[src/rtl/rw_seq_pkg.sv]
// Shared types and defaults for the read/write port sequencer.
package rw_seq_pkg;

    typedef enum logic [1:0] {
        IDLE = 2'd0,
        RD   = 2'd1,
        WR   = 2'd2,
        WAIT = 2'd3
    } state_t;

    typedef enum logic {
        SIDE_RD = 1'b0,
        SIDE_WR = 1'b1
    } side_t;

    localparam int unsigned DEFAULT_TIMEOUT = 8;

endpackage

[src/rtl/rw_port_sequencer.sv]
// Round-robin sequencer for a single-port resource with separate read/write
// strobes; writes wait for ready and raise a sticky timeout error if it never comes.
module rw_port_sequencer
    import rw_seq_pkg::*;
#(
    parameter int unsigned TIMEOUT = DEFAULT_TIMEOUT
) (
    input  logic clock,
    input  logic resetn,
    input  logic rd_req,
    output logic rd_gnt,
    output logic rd_done,
    input  logic wr_req,
    output logic wr_gnt,
    output logic wr_done,
    output logic read,
    output logic write,
    input  logic ready,
    input  logic err_clr,
    output logic timeout_err,
    output logic busy
);

    localparam int unsigned CW = $clog2(TIMEOUT + 1);

    state_t         state;
    state_t         state_nxt;
    side_t          last_grant;
    side_t          last_grant_nxt;
    logic [CW-1:0]  cnt;
    logic [CW-1:0]  cnt_nxt;
    logic           err_set;

    // State, arbitration history, wait counter and sticky error.
    always_ff @(posedge clock or negedge resetn) begin
        if (!resetn) begin
            state       <= IDLE;
            last_grant  <= SIDE_WR;
            cnt         <= '0;
            timeout_err <= 1'b0;
        end else begin
            state      <= state_nxt;
            last_grant <= last_grant_nxt;
            cnt        <= cnt_nxt;
            if (err_set) begin
                timeout_err <= 1'b1;
            end else if (err_clr) begin
                timeout_err <= 1'b0;
            end
        end
    end

    // Next-state, round-robin decision and wait-phase handling.
    always_comb begin
        state_nxt      = state;
        last_grant_nxt = last_grant;
        cnt_nxt        = cnt;
        err_set        = 1'b0;
        wr_done        = 1'b0;
        case (state)
            IDLE: begin
                if (rd_req && (!wr_req || (last_grant == SIDE_WR))) begin
                    state_nxt      = RD;
                    last_grant_nxt = SIDE_RD;
                end else if (wr_req) begin
                    state_nxt      = WR;
                    last_grant_nxt = SIDE_WR;
                end
            end
            RD: begin
                state_nxt = IDLE;
            end
            WR: begin
                state_nxt = WAIT;
                cnt_nxt   = '0;
            end
            WAIT: begin
                if (ready) begin
                    wr_done   = 1'b1;
                    state_nxt = IDLE;
                end else if (cnt == CW'(TIMEOUT - 1)) begin
                    err_set   = 1'b1;
                    state_nxt = IDLE;
                end else begin
                    cnt_nxt = cnt + CW'(1);
                end
            end
            default: begin
                state_nxt = IDLE;
            end
        endcase
    end

    // Strobes and handshakes decode from the state register only.
    assign read    = (state == RD);
    assign rd_gnt  = (state == RD);
    assign rd_done = (state == RD);
    assign write   = (state == WR);
    assign wr_gnt  = (state == WR);
    assign busy    = (state != IDLE);

endmodule
[config.mk]
export PLATFORM = sky130hd
export DESIGN_NAME = rw_port_sequencer
export DESIGN_NICKNAME = d
export VERILOG_FILES = /design/src/rtl/rw_seq_pkg.sv /design/src/rtl/rw_port_sequencer.sv
export SDC_FILE = /design/constraint.sdc
export NUM_CORES = 1
export LEC_CHECK = 0
export BUFFER_PORTS_ARGS = -buffer_cell sky130_fd_sc_hd__buf_2
export CORE_MARGIN = 10
export CORE_UTILIZATION = 25
export CTS_BUF_LIST = sky130_fd_sc_hd__clkbuf_4
export DETAILED_ROUTE_END_ITERATION = 10
export PLACE_DENSITY = 0.57
export RECOVER_POWER = 100
export SYNTH_ARGS = -nofsm -noshare
export SYNTH_HDL_FRONTEND = slang
export SYNTH_SLANG_ARGS = --single-unit
[constraint.sdc]
create_clock -name clock -period 4.2 [get_ports clock]
set_input_delay 0.84 -clock clock [delete_from_list [all_inputs] [get_ports clock]]
set_output_delay 0.84 -clock clock [all_outputs]
set_load 0.02 [all_outputs]
# Yosys cells after proc, flatten, opt, wreduce, memory -nomap -nowiden
# Cells that the tools add are included.
op_classes:
  n_eq_ne: 8
  muxes: 17
  reduce_logical: 11
  n_addsub: 1
ops:
  columns: ["operator", "count"]
  rows:
  - ["$mux W1", 9]
  - ["$mux W2", 4]
  - ["$mux W4", 2]
  - ["$pmux W2 S4", 1]
  - ["$pmux W4 S2", 1]
  - ["$reduce_bool A2 Y1", 4]
  - ["$ne A3 B3 Y1 const B", 2]
  - ["$add A4 B1 Y4 const B", 1]
  - ["$eq A2 B2 Y1 const B", 2]
  - ["$eq A4 B3 Y1 const B", 1]
  - ["$ne A2 B2 Y1 const B", 2]
  - ["$reduce_and A2 Y1", 2]
  - ["$reduce_and A3 Y1", 1]
  - ["$eq A2 B1 Y1 const B", 1]
  - ["$logic_not A2 Y1", 1]
  - ["$logic_and A1 B1 Y1", 1]
  - ["$logic_not A1 Y1", 1]
  - ["$logic_or A1 B1 Y1", 1]
word_totals:
  output_inout_bits: 8
  register_bits: 8
  wordCells: 41
  inputBits: 6

# Logic depth before layout (Yosys ltp)
# Gate-level depths: netlist of run 1.
depth:
  depth_word: 5
  ltp_mapped: 4
  depth_no_buf: 4

# Worst setup path before layout of run 1
# OpenSTA, ideal clock, no wires.
synth_timing:
  path_type: "reg2out"
  startpoint: "reg state[0]"
  endpoint: "out rd_gnt"
  stages_incl_launch_ff: 4
  arrival_time_ps: 1247
  required_ps: 3360
  setup_slack_ps: 2113
  n_path_buf: 2
  path_cell_list: "dfrtp_1 -> clkbuf_1 -> nor2b_1 -> buf_4"
synth_between:
  elab_chain_cells: 1
synth_rtl:
  columns: ["item", "line_no", "text"]
  rows:
  - ["start, declared", "rw_port_sequencer.sv:26", "state_t state;"]
  - ["start signal, assigned", "rw_port_sequencer.sv:42", "state <= state_nxt;"]
  - ["$eq A2 B1 Y1", null, null]
  - ["end, declared", "rw_port_sequencer.sv:11", "output logic rd_gnt,"]
# No other way between the ends.

# Worst setup path in the final report of run 1
layout_timing:
  startpoint: "in ready"
  endpoint: "out wr_done"
layout_between:
  elab_chain_cells: 2
layout_rtl:
  columns: ["item", "line_no", "text"]
  rows:
  - ["start, declared", "rw_port_sequencer.sv:18", "input logic ready,"]
  - ["$mux W1", "rw_port_sequencer.sv:78", "if (ready) begin"]
  - ["$mux W1", "rw_port_sequencer.sv:60", "case (state)"]
  - ["end, declared", "rw_port_sequencer.sv:15", "output logic wr_done,"]
# No other way between the ends.

==> results of run 1 <==
per-layer routing:
metal / track usage / vias up
li1: - / 204
met1: 0.0631 / 185
met2: 0.0821 / 16
met3: 0.0448 / 5
met4: 0.0335 / 0
met5: 0 / -
metrics by stage:
| stage | instance area (um2) | util | setup slack, ns | power [mW] | hold WS (ns) |
|---|---|---|---|---|---|
| global route | 541 | 0.313 | 1.77 | 0.410 | 0.515 |
| global placement | 523 | 0.303 | 2.06 | 0.315 | 0.518 |
| CTS | 553 | 0.320 | 2.04 | 0.389 | 0.413 |
| detailed placement | 523 | 0.303 | 2.04 | 0.316 | 0.527 |
| floorplan | 458 | - | 2.11 | 0.281 | 0.508 |
| finish | 541 | 0.313 | 1.86 | 0.377 | 0.492 |
layout make-up:
cell class / count / area (um2) / area share
inverter: 3 / 11.3 / 0.0208
clock buffer: 4 / 30.0 / 0.0556
tap: 25 / 31.3 / 0.0579
multi-input combinational: 34 / 214 / 0.396
timing repair buffer: 13 / 52.6 / 0.0972
sequential: 8 / 201 / 0.373
sequential cells by signal, indices dropped and copies added (netlist names):
signal       cells
last_grant       1
state            2
timeout_err      1
cnt              4
cells in the mapped netlist (2+ instances only):
master    count  area share
nand2_1       4       0.033
nor2_1        2       0.016
a31oi_1       2       0.027
nor2b_1       3       0.041
inv_1         3       0.025
nand2b_1      3       0.041
nand4b_1      2       0.038
a21oi_1       6       0.066
o211ai_1      3       0.049
dfrtp_1       7        0.38
buf_4         3       0.049
nand3_1       2       0.022
logic make-up after synthesis:
group	synth area share
buf+inv	0.0929
compound gates	0.183
simple gates	0.257
flops	0.440
fa+ha+maj	0.0273
worst max-delay path by stage:
stage | startpoint | end | slack [ns] | cells after the start
floorplan | state[0]$_DFFE_PN0P_ | rd_gnt | 2.11 | 3
global placement | ready | wr_done | 2.06 | 4
detailed placement | ready | wr_done | 2.04 | 4
CTS | ready | wr_done | 2.04 | 4
global route | ready | wr_done | 1.77 | 4
finish | ready | wr_done | 1.86 | 4
critical path: cells and delay by family:
family	cells	cell delay, ns
buf+inv	3	0.55
simple gates	1	0.11
report_power, final:
group	leakage [nW]	total, mW	switching, mW	internal [mW]
registers	0.103	0.156	0.0493	0.107
logic	0.102	0.148	0.0948	0.0532
clock network	0.0184	0.0725	0.0295	0.0430
==> results.json, run 1 <==
{
  "postSynthNetCount": 57,
  "fin_tns_setup_ns": 0,
  "grt_pass1_vias": 409,
  "post_drt_via_cell_ratio": 4.71,
  "cp_max_fo": 7,
  "worst-setup-path-type": "in -> out",
  "cts_setup_buffers": 0,
  "cpMaxStageDelayCell": "clkbuf_1",
  "area_growth_pct": 18.0,
  "rsz0062_at_grt": "no",
  "cts-resized-gates": 0,
  "final_cells": 87,
  "cts_tree": "yes",
  "skew_ns": 0.00593,
  "synth-edff-count": 0,
  "syn_inst": 50,
  "diodes": 0,
  "grt_pass1_wl_mm": 1.84,
  "nets": 70,
  "cp_common_cell": "clkbuf_1",
  "synthFlopType": "dfrtp_1",
  "placed_cells": 83,
  "die_area_um2": 3940,
  "finalHoldViolations": 0,
  "drv_slew": 0,
  "hold_buffers": 0,
  "ys_types": 22,
  "numCtsBuffers": 3,
  "wl_mm": 1.07,
  "ant_nets": 0,
  "worstPathArrival_ns": 1.50,
  "endpoint_kind": "primary output",
  "n_fill_cell": 190,
  "clk_pin_slew_ns": 0.06,
  "finalSetupViolations": 0,
  "cts_buffer_depth": 2,
  "cts_sinks": 8,
  "worstRegToRegCells": 4,
  "synthArstFlopShare": 1.00,
  "crit_required_ns": 3.36,
  "reg2reg_to": "cnt[0]$_DFFE_PN0P_",
  "die_w_um": 62.8,
  "vias": 410,
  "grtUsageTotal": 0.0593,
  "drc": 0,
  "grt-ovfl-total": 0,
  "drt-initial-drc-count": 5,
  "layout_commonest_cell": "clkbuf_1",
  "fmax_mhz": 427,
  "dr.pass1.iters": 4,
  "yosysWarningCount": 0,
  "avgSynthCellArea_um2": 9.16,
  "crit_chain": "clkbuf_1, inv_1, nor2_1, clkbuf_1",
  "synth_area_um2": 458,
  "highest_layer": "met4",
  "drive_gt1_frac": 0.129,
  "drv_cap": 0,
  "met3_length_um": 114,
  "crit_path_start_kind": "primary input",
  "ir_drop_mv": 0.180,
  "antenna_found_initial": 0,
  "min_path_type": "in -> async",
  "yosysSeqAreaShare": 0.440,
  "start_util": 0.265,
  "ys_ff_latch": 8,
  "outcome": "finished clean",
  "regToRegSetupSlack_ns": 2.74,
  "wl_per_cell_um": 12.3,
  "post-route-min-period_ns": 2.34,
  "floorplan.die.height_um": 62.8,
  "num_rows": 15,
  "place_hpwl_um": 805,
  "clk_latency_ns": 0.26,
  "coreArea_um2": 1730,
  "slew_headroom": 0.698,
  "cpPeakStageDelay_ns": 0.24,
  "portBuffers": 13,
  "p_leak_nw": 0.224,
  "cts_root_buffer": "clkbuf_4",
  "grt_start_max_net_pins": 13,
  "fin_crit_sh": 0.557,
  "r2r-start": "cnt[0]$_DFFE_PN0P_",
  "power_density_nw_per_um2": 697,
  "io_pins": 14,
  "gp_congestion": 0.750,
  "cts_max_level": 1,
  "drt-met1-wl_um": 469,
  "most-common-layout-cells": "10 x clkbuf_1, 7 x dfrtp_1, 6 x a21oi_1",
  "tightestPinTransition_ns": 0.453,
  "routed-wl-met2_um": 465
}
(Power assumes the default switching activity.)
==> inputs of run 2 (changes only) <==
Settings changed: PLACE_DENSITY 0.57 to 0.58.
Clock period 4.2 ns to 2.12 ns, I/O delays scaled along.
==> results.json, run 2 (same netlist as run 1, synthesis figures left out) <==
{
  "outcome": "finished clean",
  "die_w_um": 62.8,
  "portBuffers": 13,
  "regMostFlops": "cnt",
  "crit_path_start_kind": "flip-flop",
  "cp_max_fo": 11,
  "cts-resized-gates": 0,
  "p_switching_mw": 0.345,
  "slew_headroom": 0.706,
  "combPwrFrac": 0.398,
  "finalSetupViolations": 0,
  "ir_drop_mv": 0.517,
  "cpPeakStageDelay_ns": 0.54,
  "rsz0062_at_grt": "no",
  "p_leak_nw": 0.231,
  "cts_setup_buffers": 0,
  "final_core_util": 0.320,
  "drc": 0,
  "die_area_um2": 3940,
  "grtUsageTotal": 0.0590,
  "cpMaxStageDelayCell": "dfrtp_1",
  "clk_pin_slew_ns": 0.07,
  "grt_pass1_vias": 406,
  "post_drt_via_cell_ratio": 4.92,
  "hold_slack_ns": 0.361,
  "crit_required_ns": 1.70,
  "grt-ovfl-total": 0,
  "largest_reg_flops": 4,
  "worstPathArrival_ns": 1.33,
  "p_clk_frac": 0.193,
  "tightestPinTransition_ns": 0.441,
  "endpoint_kind": "primary output",
  "grt_start_max_net_pins": 13,
  "worst-setup-path-type": "reg -> out",
  "floorplan.die.height_um": 62.8,
  "gp_congestion": 0.807,
  "critPathTopFamily": "flip-flops",
  "fin_tns_setup_ns": 0,
  "cts_max_level": 1,
  "cts_tree": "yes",
  "clk_latency_ns": 0.26,
  "nets": 71,
  "most-common-layout-cells": "9 x clkbuf_1, 7 x dfrtp_1, 6 x a21oi_1",
  "fin_crit_sh": 0.827,
  "num_rows": 15,
  "coreArea_um2": 1730,
  "fmax_mhz": 570,
  "top_regs": "cnt x4, state x2",
  "layout_commonest_cell": "clkbuf_1",
  "dr.pass1.iters": 4,
  "hold_buffers": 1,
  "drv_cap": 0,
  "wl_per_cell_um": 12.9,
  "numCtsBuffers": 3,
  "start_util": 0.265,
  "cp.buffers_inverters": 1,
  "grt_pass1_wl_mm": 1.89,
  "cts_sinks": 8,
  "drv_slew": 0,
  "swShare": 0.460,
  "vias": 433,
  "p_seq_frac": 0.409,
  "post-route-min-period_ns": 1.75,
  "skew_ns": 0.0140,
  "io_pins": 14,
  "place_hpwl_um": 818,
  "min_path_type": "in -> reg",
  "ant_nets": 0,
  "finalHoldViolations": 0,
  "drt-initial-drc-count": 11,
  "diodes": 0,
  "power_density_nw_per_um2": 1360,
  "cts_root_buffer": "clkbuf_4",
  "wl_mm": 1.13,
  "area_growth_pct": 20.5,
  "drive_gt1_frac": 0.143,
  "internal_power_mw": 0.404,
  "antenna_found_initial": 0,
  "crit_chain": "nand2_1, nor2_1, clkbuf_1",
  "cts_buffer_depth": 2
}
==> run 2: stage by stage <==
stage          setup WS, ns  cells  power (mW)  instance area, um2
3_3_place_gp          0.674     83       0.617                 523
3_5_place_dp          0.700     83       0.621                 523
6_report              0.366     88       0.749                 552
2_1_floorplan         0.449     50       0.557                 458
5_1_grt               0.247     88       0.814                 552
4_1_cts               0.438     88       0.777                 563
==> run 2: power groups by stage <==
stage | logic, mW | registers [mW] | clock network, mW
after global placement | 0.314 | 0.303 | 0
after detailed placement | 0.317 | 0.305 | 0
after floorplan | 0.306 | 0.251 | 0
after CTS | 0.320 | 0.303 | 0.153
final | 0.298 | 0.306 | 0.144
after global routing | 0.334 | 0.321 | 0.158
==> run 2: area by class of cell <==
| type | instances | area [um2] |
|---|---|---|
| flip-flops and latches | 8 | 201 |
| inverters | 3 | 11.3 |
| well taps | 25 | 31.3 |
| fillers | 211 | 1170 |
| clock buffers | 4 | 30.0 |
| repair buffers | 14 | 63.8 |
| multi-input cells | 34 | 214 |
==> run 2: layer usage <==
layer | global-route usage | wire length [um] | vias up | part of all wire
met2 | 0.0859 | 529 | 22 | 0.47
li1 | - | - | 206 | -
met5 | 0 | 0 | - | 0
met1 | 0.0663 | 464 | 203 | 0.41
met3 | 0.0484 | 129 | 2 | 0.11
met4 | 0.00838 | 8 | 0 | 0.0071
==> run 2: worst register-to-register path, cell delays in order, from the launching register on <==
cell     delay, ns
dfrtp_1       0.42
ha_1          0.27
and3b_1       0.23
or4_1         0.40
nand3_1       0.09
==> run 2: final timing paths <==
| check | start | to | slack [ns] | cells after the start |
|---|---|---|---|---|
| worst max-delay path | state[0]$_DFFE_PN0P_ | wr_done | 0.37 | 3 |
| worst min-delay path | err_clr | timeout_err$_DFFE_PN0P_ | 0.36 | 2 |
| worst max register to register | cnt[0]$_DFFE_PN0P_ | cnt[0]$_DFFE_PN0P_ | 0.65 | 4 |
| worst min register to register | last_grant$_DFFE_PN1P_ | last_grant$_DFFE_PN1P_ | 0.53 | 2 |
| max in group asynchronous | resetn | last_grant$_DFFE_PN1P_ | 1.17 | 2 |
| min in group asynchronous | resetn | cnt[0]$_DFFE_PN0P_ | 0.60 | 2 |
==> inputs of run 3 (changes only) <==
Clock period 2.12 ns to 1.56 ns, I/O delays scaled along.
==> results.json, run 3 (same netlist as run 1, synthesis figures left out) <==
{
  "outcome": "finished clean",
  "portBuffers": 13,
  "critPathTopFamily": "flip-flops",
  "cpPeakStageDelay_ns": 0.44,
  "cts_max_level": 1,
  "min_from": "rd_req",
  "cts_setup_buffers": 0,
  "io_pins": 14,
  "final_cells": 90,
  "power_density_nw_per_um2": 1880,
  "grt_pass1_vias": 413,
  "r2r-start": "cnt[0]$_DFFE_PN0P_",
  "numCtsBuffers": 3,
  "clk_pin_slew_ns": 0.05,
  "p_leak_nw": 0.262,
  "place_ws_ns": 0.116,
  "cpMaxStageDelayCell": "dfrtp_2",
  "num_rows": 15,
  "min_path_type": "in -> reg",
  "placed_cells": 85,
  "most-common-layout-cells": "8 x buf_2, 6 x a21oi_1, 5 x dfrtp_1",
  "wl_mm": 1.10,
  "cts_tree": "yes",
  "worstPathArrival_ns": 1.18,
  "vias": 416,
  "ant_nets": 0,
  "clk_latency_ns": 0.27,
  "cts_buffer_depth": 2,
  "grtUsageTotal": 0.0630,
  "skew_ns": 0.0113,
  "die_area_um2": 3940,
  "worstRegToRegCells": 4,
  "drc": 0,
  "antenna_found_initial": 0,
  "drv_cap": 0,
  "cts_sinks": 8,
  "wl_per_cell_um": 12.3,
  "crit_required_ns": 1.25,
  "worst-setup-path-type": "reg -> out",
  "start_util": 0.265,
  "drv_slew": 0,
  "cp_max_fo": 7,
  "tightestPinTransition_ns": 0.434,
  "final_core_util": 0.335,
  "gp_congestion": 0.851,
  "drive_gt1_frac": 0.308,
  "layout_commonest_cell": "buf_2",
  "ir_drop_mv": 0.491,
  "area_growth_pct": 26.2,
  "drt-initial-drc-count": 3,
  "crit_chain": "buf_4, nor2b_1, buf_2",
  "crit_path_start_kind": "flip-flop",
  "reg2reg_to": "cnt[0]$_DFFE_PN0P_",
  "floorplan.die.height_um": 62.8,
  "die_w_um": 62.8,
  "endpoint_kind": "primary output",
  "coreArea_um2": 1730,
  "fin_ws_ns": 0.0677,
  "largest_reg_flops": 4,
  "regMostFlops": "cnt",
  "fin_crit_sh": 0.957,
  "whs_endpoint": "last_grant$_DFFE_PN1P_",
  "grt-ovfl-total": 0,
  "top_regs": "cnt x4, state x2",
  "rsz0062_at_grt": "yes",
  "post_drt_via_cell_ratio": 4.62,
  "dr.pass1.iters": 4,
  "place_hpwl_um": 857,
  "hold_depth": 2,
  "fmax_mhz": 670,
  "finalSetupViolations": 0,
  "diodes": 0,
  "cp.buffers_inverters": 2,
  "grt_start_max_net_pins": 10,
  "slew_headroom": 0.711,
  "post-route-min-period_ns": 1.49,
  "grt_pass1_wl_mm": 1.99,
  "regToRegSetupSlack_ns": 0.10,
  "nets": 73,
  "finalHoldViolations": 0,
  "cts_root_buffer": "clkbuf_4"
}
==> run 3: cell types whose count changed in the layout (fill, tap and decap cells not counted) <==
cell      delta
buf_4        +2
dfrtp_2      +2
clkbuf_2     +3
buf_2        +4
dfrtp_1      -2
clkbuf_1     -7
==> run 3: final cells by class <==
cell class | instances | area (um2)
sequential | 8 | 204
multi-input combinational | 34 | 214
timing repair buffer | 16 | 87.6
fill | 196 | 1150
tap | 25 | 31.3
inverter | 3 | 11.3
clock buffer | 4 | 30.0
==> run 3: layer usage <==
layer	vias to the layer above	track usage	routed length, um
met5	-	0	0
met2	11	0.0962	528
met1	191	0.0673	453
met3	4	0.0412	99
li1	210	-	-
met4	0	0.0251	23
==> run 3: how the worst max path moves through the flow <==
stage	from	to	slack, ns	depth (start not counted)
after floorplan	state[0]$_DFFE_PN0P_	rd_gnt	0.0007	3
after global placement	cnt[0]$_DFFE_PN0P_	cnt[0]$_DFFE_PN0P_	0.16	4
final	state[0]$_DFFE_PN0P_	write	0.07	3
after global routing	state[0]$_DFFE_PN0P_	write	-0.01	3
after detailed placement	cnt[0]$_DFFE_PN0P_	cnt[0]$_DFFE_PN0P_	0.12	4
after CTS	state[0]$_DFFE_PN0P_	write	0.02	3
==> run 3: what timing repair did <==
| item | CTS | global route |
|---|---|---|
| hold buffers | 1 | 0 |
| endpoints found under the hold margin | 7 | 0 |
| endpoints found under the setup margin | 0 | 6 |
| resized for setup | 0 | 2 |
==> run 3: power breakdown <==
part           leakage [nW]  internal, mW  total [mW]  switching [mW]
logic                 0.143         0.200       0.488           0.288
clock network        0.0184         0.116       0.200          0.0841
registers             0.101         0.295       0.398           0.103
total                 0.262         0.610        1.09           0.475
==> run 3: through the flow <==
step / TNS [ns] / area [um2] / hold WS [ns] / power [mW]
final: 0 / 578 / 0.239 / 1.09
after global routing: -0.0225 / 578 / 0.238 / 1.18
after CTS: 0 / 578 / 0.225 / 1.10
after detailed placement: 0 / 538 / 0.168 / 0.889
after global placement: 0 / 538 / 0.165 / 0.883
after floorplan: 0 / 458 / 0.0164 / 0.757
